<file path="src/rtl/prog_loader_pkg.sv">
// rtl/prog_loader_pkg.sv - shared state encoding and byte-lane constants for the boot image loader
package prog_loader_pkg;

  typedef enum logic [2:0] {
    IDLE,
    LOAD,
    FLUSH,
    RELEASE,
    RUN,
    HALT
  } state_t;

  localparam int BYTES_PER_WORD = 4;
  localparam logic [1:0] LAST_LANE = 2'(BYTES_PER_WORD - 1);
  localparam int DEFAULT_RST_HOLD = 4;

endpackage

</file>
<file path="src/rtl/prog_loader_byte_packer.sv">
// rtl/prog_loader_byte_packer.sv - little-endian byte-to-word packer with zero-padded flush
module prog_loader_byte_packer
  import prog_loader_pkg::*;
(
  input  logic        clk,
  input  logic        rst,
  input  logic        accept,
  input  logic [7:0]  in_data,
  input  logic        flush,
  output logic        word_valid,
  output logic [31:0] word_data,
  output logic [1:0]  byte_idx
);

  // lanes only ever holds bytes of the current word; unfilled lanes stay zero
  logic [23:0] lanes;

  always_comb begin
    word_valid = flush || (accept && byte_idx == LAST_LANE);
    word_data  = flush ? {8'h00, lanes} : {in_data, lanes};
  end

  always_ff @(posedge clk or negedge rst) begin
    if (!rst) begin
      byte_idx <= 2'd0;
      lanes    <= 24'd0;
    end else if (flush || (accept && byte_idx == LAST_LANE)) begin
      byte_idx <= 2'd0;
      lanes    <= 24'd0;
    end else if (accept) begin
      case (byte_idx)
        2'd0:    lanes[7:0]   <= in_data;
        2'd1:    lanes[15:8]  <= in_data;
        2'd2:    lanes[23:16] <= in_data;
        default: ;
      endcase
      byte_idx <= byte_idx + 2'd1;
    end
  end

endmodule

</file>
<file path="src/rtl/prog_loader.sv">
// rtl/prog_loader.sv - boot image loader: writes a byte-streamed image to IM/DM, then releases core reset
// Optional LOADER_CHECKSUM_EN adds exp_sum, chk_sum and err_checksum.
module prog_loader
  import prog_loader_pkg::*;
#(
  parameter int MEM_WORDS = 100,
  parameter int ADDR_W    = 32,
  parameter int RST_HOLD  = DEFAULT_RST_HOLD
) (
  input  logic              clk,
  input  logic              rst,
  input  logic              in_valid,
  input  logic [7:0]        in_data,
  input  logic              in_last,
  output logic              in_ready,
  output logic              mem_we,
  output logic [ADDR_W-1:0] mem_addr,
  output logic [31:0]       mem_wdata,
  output logic              core_rst,
  output logic              done,
  output logic              err_overflow,
`ifdef LOADER_CHECKSUM_EN
  input  logic [31:0]       exp_sum,
  output logic [31:0]       chk_sum,
  output logic              err_checksum,
`endif
  output logic [ADDR_W-1:0] word_count
);

  state_t      state;
  state_t      fin_state;
  logic [7:0]  hold_cnt;
  logic        accept;
  logic        flush;
  logic        full;
  logic        word_valid;
  logic [31:0] word_data;
  logic [1:0]  byte_idx;
`ifdef LOADER_CHECKSUM_EN
  logic [31:0] exp_q;
  logic [31:0] sum_next;
  logic        chk_bad;
`endif

  assign accept = in_valid && in_ready;
  assign flush  = (state == FLUSH);
  assign full   = (word_count == ADDR_W'(MEM_WORDS));

  prog_loader_byte_packer u_packer (
    .clk        (clk),
    .rst        (rst),
    .accept     (accept),
    .in_data    (in_data),
    .flush      (flush),
    .word_valid (word_valid),
    .word_data  (word_data),
    .byte_idx   (byte_idx)
  );

  // Where the image ends up once its final word has been handled
  always_comb begin
    fin_state = RELEASE;
`ifdef LOADER_CHECKSUM_EN
    sum_next = chk_sum + word_data;
    chk_bad  = !(err_overflow || full) && (sum_next != exp_q);
    if (err_overflow || full || chk_bad) fin_state = HALT;
`else
    if (err_overflow || full) fin_state = HALT;
`endif
  end

  always_ff @(posedge clk or negedge rst) begin
    if (!rst) begin
      state        <= IDLE;
      in_ready     <= 1'b0;
      mem_we       <= 1'b0;
      mem_addr     <= '0;
      mem_wdata    <= 32'd0;
      core_rst     <= 1'b1;
      done         <= 1'b0;
      err_overflow <= 1'b0;
      word_count   <= '0;
      hold_cnt     <= 8'd0;
`ifdef LOADER_CHECKSUM_EN
      exp_q        <= 32'd0;
      chk_sum      <= 32'd0;
      err_checksum <= 1'b0;
`endif
    end else begin
      mem_we <= 1'b0;
      if (word_valid) begin
        if (full) begin
          err_overflow <= 1'b1;
        end else begin
          mem_we     <= 1'b1;
          mem_addr   <= word_count;
          mem_wdata  <= word_data;
          word_count <= word_count + ADDR_W'(1);
`ifdef LOADER_CHECKSUM_EN
          chk_sum    <= sum_next;
`endif
        end
      end

      case (state)
        IDLE: begin
          state    <= LOAD;
          in_ready <= 1'b1;
        end
        LOAD: begin
`ifdef LOADER_CHECKSUM_EN
          exp_q <= exp_sum;
`endif
          if (accept && in_last) begin
            in_ready <= 1'b0;
            hold_cnt <= 8'd0;
            if (byte_idx != LAST_LANE) begin
              state <= FLUSH;
            end else begin
              state <= fin_state;
`ifdef LOADER_CHECKSUM_EN
              if (chk_bad) err_checksum <= 1'b1;
`endif
            end
          end
        end
        FLUSH: begin
          state <= fin_state;
`ifdef LOADER_CHECKSUM_EN
          if (chk_bad) err_checksum <= 1'b1;
`endif
        end
        RELEASE: begin
          if (hold_cnt == 8'(RST_HOLD - 1)) begin
            state    <= RUN;
            core_rst <= 1'b0;
            done     <= 1'b1;
          end else begin
            hold_cnt <= hold_cnt + 8'd1;
          end
        end
        RUN, HALT: ;
        default: state <= HALT;
      endcase
    end
  end

endmodule

</file>
<file path="config.mk">
export PLATFORM = sky130hd
export DESIGN_NAME = prog_loader
export DESIGN_NICKNAME = d
export VERILOG_FILES = /design/src/rtl/prog_loader_pkg.sv /design/src/rtl/prog_loader_byte_packer.sv /design/src/rtl/prog_loader.sv
export SDC_FILE = /design/constraint.sdc
export NUM_CORES = 1
export LEC_CHECK = 0
export ABC_AREA = 1
export BUFFER_PORTS_ARGS = -buffer_cell sky130_fd_sc_hd__buf_2
export CAP_MARGIN = 15
export CORE_MARGIN = 5
export CORE_UTILIZATION = 45
export CTS_CLUSTER_DIAMETER = 40
export DETAILED_ROUTE_END_ITERATION = 8
export HOLD_SLACK_MARGIN = 0.03
export PLACE_DENSITY = 0.64
export RECOVER_POWER = 25
export REMOVE_ABC_BUFFERS = 1
export SETUP_SLACK_MARGIN = 0.2
export SLEW_MARGIN = 40
export SYNTH_ARGS = -nofsm -noshare
export SYNTH_HDL_FRONTEND = slang
export SYNTH_SLANG_ARGS = --single-unit
</file>
<file path="constraint.sdc">
create_clock -name clk -period 5.5 [get_ports clk]
set_input_delay 1.1 -clock clk [delete_from_list [all_inputs] [get_ports clk]]
set_output_delay 1.1 -clock clk [all_outputs]
set_load 0.01 [all_outputs]
</file>
==> impl_metrics.py <==
metrics = {
    "routing": {
        "wirelength_mm": 14.9,
        "drc": 0,
        "ant_nets": 0,
        "vias": 5161,
        "drtIter0Drc": 391,
        "wl_per_cell_um": 14.5,
        "drt_pass1_iterations": 4,
        "via_per_inst": 5.02,
    },
    "timing": {
        "setup_ws_ns": 2.47,
        "fmax_ghz": 0.330,
        "rsz0062_at_grt": "no",
        "finClkSkew_ns": 0.00867,
        "fin_crit_ns": 3.03,
        "setup_tns_ns": 0,
        "fin_crit_sh_pct": 55.1,
        "max_slew.worst_pin.slew_ns": 1.94,
        "setup_viol": 0,
        "hold_violations": 0,
        "report.final.slew_viol_count": 34,
        "relSlewSlack_pct": -29.0,
    },
    "worst_hold_path": {
        "min_to": "core_rst",
        "whs_path_depth": 2,
        "min-delay-start": "core_rst",
        "hp-class": "flop to flop",
    },
    "setup_path": {
        "cp_max_fo": 66,
        "rrSetupSlack_ns": 2.65,
        "crit_buf_inv": 5,
        "cp-end-kind": "flop",
        "r2r-start": "u_packer.byte_idx[0]",
        "slowest_delay_ns": 0.65,
        "timing.rr.end": "word_count[17]",
        "critPathTopFamily": "buffers and inverters",
        "critPathArrivalTime_ns": 3.32,
        "crit_required_ns": 5.79,
        "critPathKind": "input port to flop",
        "start_kind": "input port",
        "crit_cells": 11,
        "critPathSlowestCell": "buf_4",
        "path_cells": "buf_2 -> nand2_1 -> inv_1 -> nor2_1 -> nor2_4 -> inv_2 -> nor2_4 -> inv_2 -> buf_4 -> nor2_4 -> xor2_1",
        "worstRegToRegCells": 9,
        "crit_top_cell": "nor2_4",
    },
    "placed_design": {
        "place_inst": 997,
        "placed_cell_area_um2": 6860,
        "hpwl_mm": 10.4,
        "port_buffers": 112,
        "dp_slack_ns": 2.08,
        "finalWeightedCongestion": 0.887,
    },
    "global_route": {
        "grt_pass1_vias": 5176,
        "grt_usage_pct": 19.4,
        "grt_max_degree": 102,
        "grt-ovfl-total": 0,
        "grt_pass1_wl_mm": 25.4,
        "antenna_found_initial": 0,
    },
    "logic_synthesis": {
        "synth_top_family_by_area": "simple AND/OR/NAND/NOR gates",
        "yosysWarningCount": 0,
        "syn-cell-area_um2": 6160,
        "synth_compound_area_share_pct": 7.68,
        "synth.mux.area_fraction_pct": 0,
        "synth-simple-area-share_pct": 25.3,
        "ys_seq_area_share_pct": 56.1,
        "synth-adder-area-share_pct": 1.42,
        "synth_area_per_cell_um2": 8.46,
        "yosysUniqueCellTypes": 28,
        "synthCells": 728,
        "ys_seq_elements": 138,
        "synthXorXnorAreaFrac_pct": 4.12,
    },
    "floorplanning": {
        "fp.dieW_um": 127,
        "dieArea_um2": 16100,
        "ios": 113,
        "start_util_pct": 46.1,
        "rows": 42,
        "core_um2": 13300,
        "die_h_um": 127,
    },
    "clocking": {
        "cts_tree": "built",
        "cts_setup_buffers": 0,
        "numCtsBuffers": 17,
        "root_buffer": "clkbuf_16",
        "insertion_delay_ns": 0.42,
        "clock_sinks": 138,
        "path_clk_slew_ns": 0.06,
        "h-tree-depth": 4,
        "cts_hold_buf": 0,
        "cts.path.max_buffers": 2,
        "cts_resized": 0,
    },
    "layout": {
        "nets": 860,
        "diodes": 0,
        "drive_gt1_share_pct": 18.8,
        "post-route-cell-area_um2": 7480,
        "area_delta_synth_final_pct": 21.5,
        "final_core_util_pct": 56.1,
        "final_cells": 1029,
        "nFillCells": 1265,
    },
    "power_and_ir_drop": {
        "power_density_nw_per_um2": 295,
        "ir_drop_uv": 177,
        "p_leak_nw": 4.01,
    },
    "outcome": {
        "violations": "max-capacitance violations, max-slew violations",
        "status": "finished with violations",
    },
    "flow_run": {
        "max_cap_violations": 1,
    },
}
## cells in the mapped netlist
cell | n | share of area [%]
a21oi_1 | 2 | 0.16
o21a_1 | 1 | 0.12
nor2_1 | 56 | 3.4
o21ai_0 | 49 | 4.0
buf_6 | 1 | 0.18
nor3_4 | 1 | 0.26
clkinv_1 | 1 | 0.061
inv_2 | 3 | 0.18
or2_2 | 2 | 0.20
nor2_4 | 4 | 0.73
nand4_1 | 4 | 0.41
xnor2_1 | 4 | 0.57
xor2_1 | 25 | 3.6
dfrtp_1 | 137 | 56
buf_2 | 9 | 0.73
a22o_1 | 1 | 0.14
inv_1 | 52 | 3.2
nor2_2 | 1 | 0.10
nand3b_1 | 1 | 0.12
ha_1 | 7 | 1.4
a31oi_1 | 1 | 0.10
nand3_1 | 29 | 2.4
o21ai_1 | 39 | 3.2
nor3_1 | 18 | 1.5
buf_4 | 5 | 0.61
clkbuf_1 | 7 | 0.43
dfstp_2 | 1 | 0.43
nand2_1 | 267 | 16
## tightest hold or removal path, stage by stage (launching register included)
cell,delay [ns]
dfstp_2,0.36
inv_1,0.04
nor2_1,0.04
## cell usage in the layout (no fill, tap or decap), drive strengths merged
master	count
dfrtp	137
clkinvlp	2
bufinv	3
clkinv	7
buf	115
a31oi	1
nand4	4
clkbuf	21
inv	55
ha	7
nor3	19
dfstp	1
or2	2
nand3	29
a21oi	2
o21a	1
xor2	25
xnor2	4
nand2	267
nor2	61
o21ai	88
a22o	1
nand3b	1
## flip-flops by register name (all words and copies together) (netlist names)
register           count
mem_we                 1
hold_cnt               8
state                  3
done                   1
err_overflow           1
u_packer.byte_idx      2
mem_wdata             32
core_rst               1
u_packer.lanes        24
in_ready               1
mem_addr              32
word_count            32
## cell families after synthesis
group                    Yosys count
AND/OR/NAND/NOR                  383
flip-flops                       138
AO/OA/AOI/OAI                     93
buffers and inverters             78
XOR/XNOR                          29
adder cells (fa/ha/maj)            7
## through the flow
step | hold slack (ns) | power, W
2_1_floorplan | 0.449 | 0.00104
3_3_place_gp | 0.431 | 0.00106
3_5_place_dp | 0.431 | 0.00106
4_1_cts | 0.441 | 0.00223
5_1_grt | 0.452 | 0.00228
6_report | 0.440 | 0.00221
## routing by layer
layer / track usage (%) / wire (µm) / vias up / share of wire (%)
li1: - / - / 2537 / -
met3: 5.93 / 1080 / 21 / 7.2
met1: 25.0 / 6510 / 2475 / 44
met2: 31.1 / 7110 / 128 / 48
met4: 7.07 / 217 / 0 / 1.5
met5: 0 / 0 / - / 0
## worst max path at each step
| stage | to | from |
|---|---|---|
| 3_5_place_dp | word_count[17] | in_valid |
| 2_1_floorplan | word_count[21] | in_valid |
| 6_report | word_count[17] | in_valid |
| 3_3_place_gp | word_count[17] | in_valid |
| 4_1_cts | word_count[17] | in_valid |
| 5_1_grt | word_count[0] | rst |
## final cells by class
| cell class | instances | area, µm² | area share, % |
|---|---|---|---|
| Clock buffer | 20 | 457 | 6.10 |
| Clock inverter | 11 | 146 | 1.96 |
| Inverter | 56 | 210 | 2.81 |
| Multi-Input combinational cell | 512 | 2390 | 31.9 |
| Sequential cell | 138 | 3450 | 46.2 |
| Tap cell | 176 | 220 | 2.94 |
| Timing Repair Buffer | 116 | 609 | 8.14 |
## where the power goes
group / leakage [nW] / switching, W / total, W / internal (W)
combinational: 1.96 / 0.0000235 / 0.0000295 / 0.00000596
sequential: 1.75 / 0 / 0.00102 / 0.00102
clock: 0.292 / 0.000428 / 0.00116 / 0.000733
(Power assumes the default switching activity.)
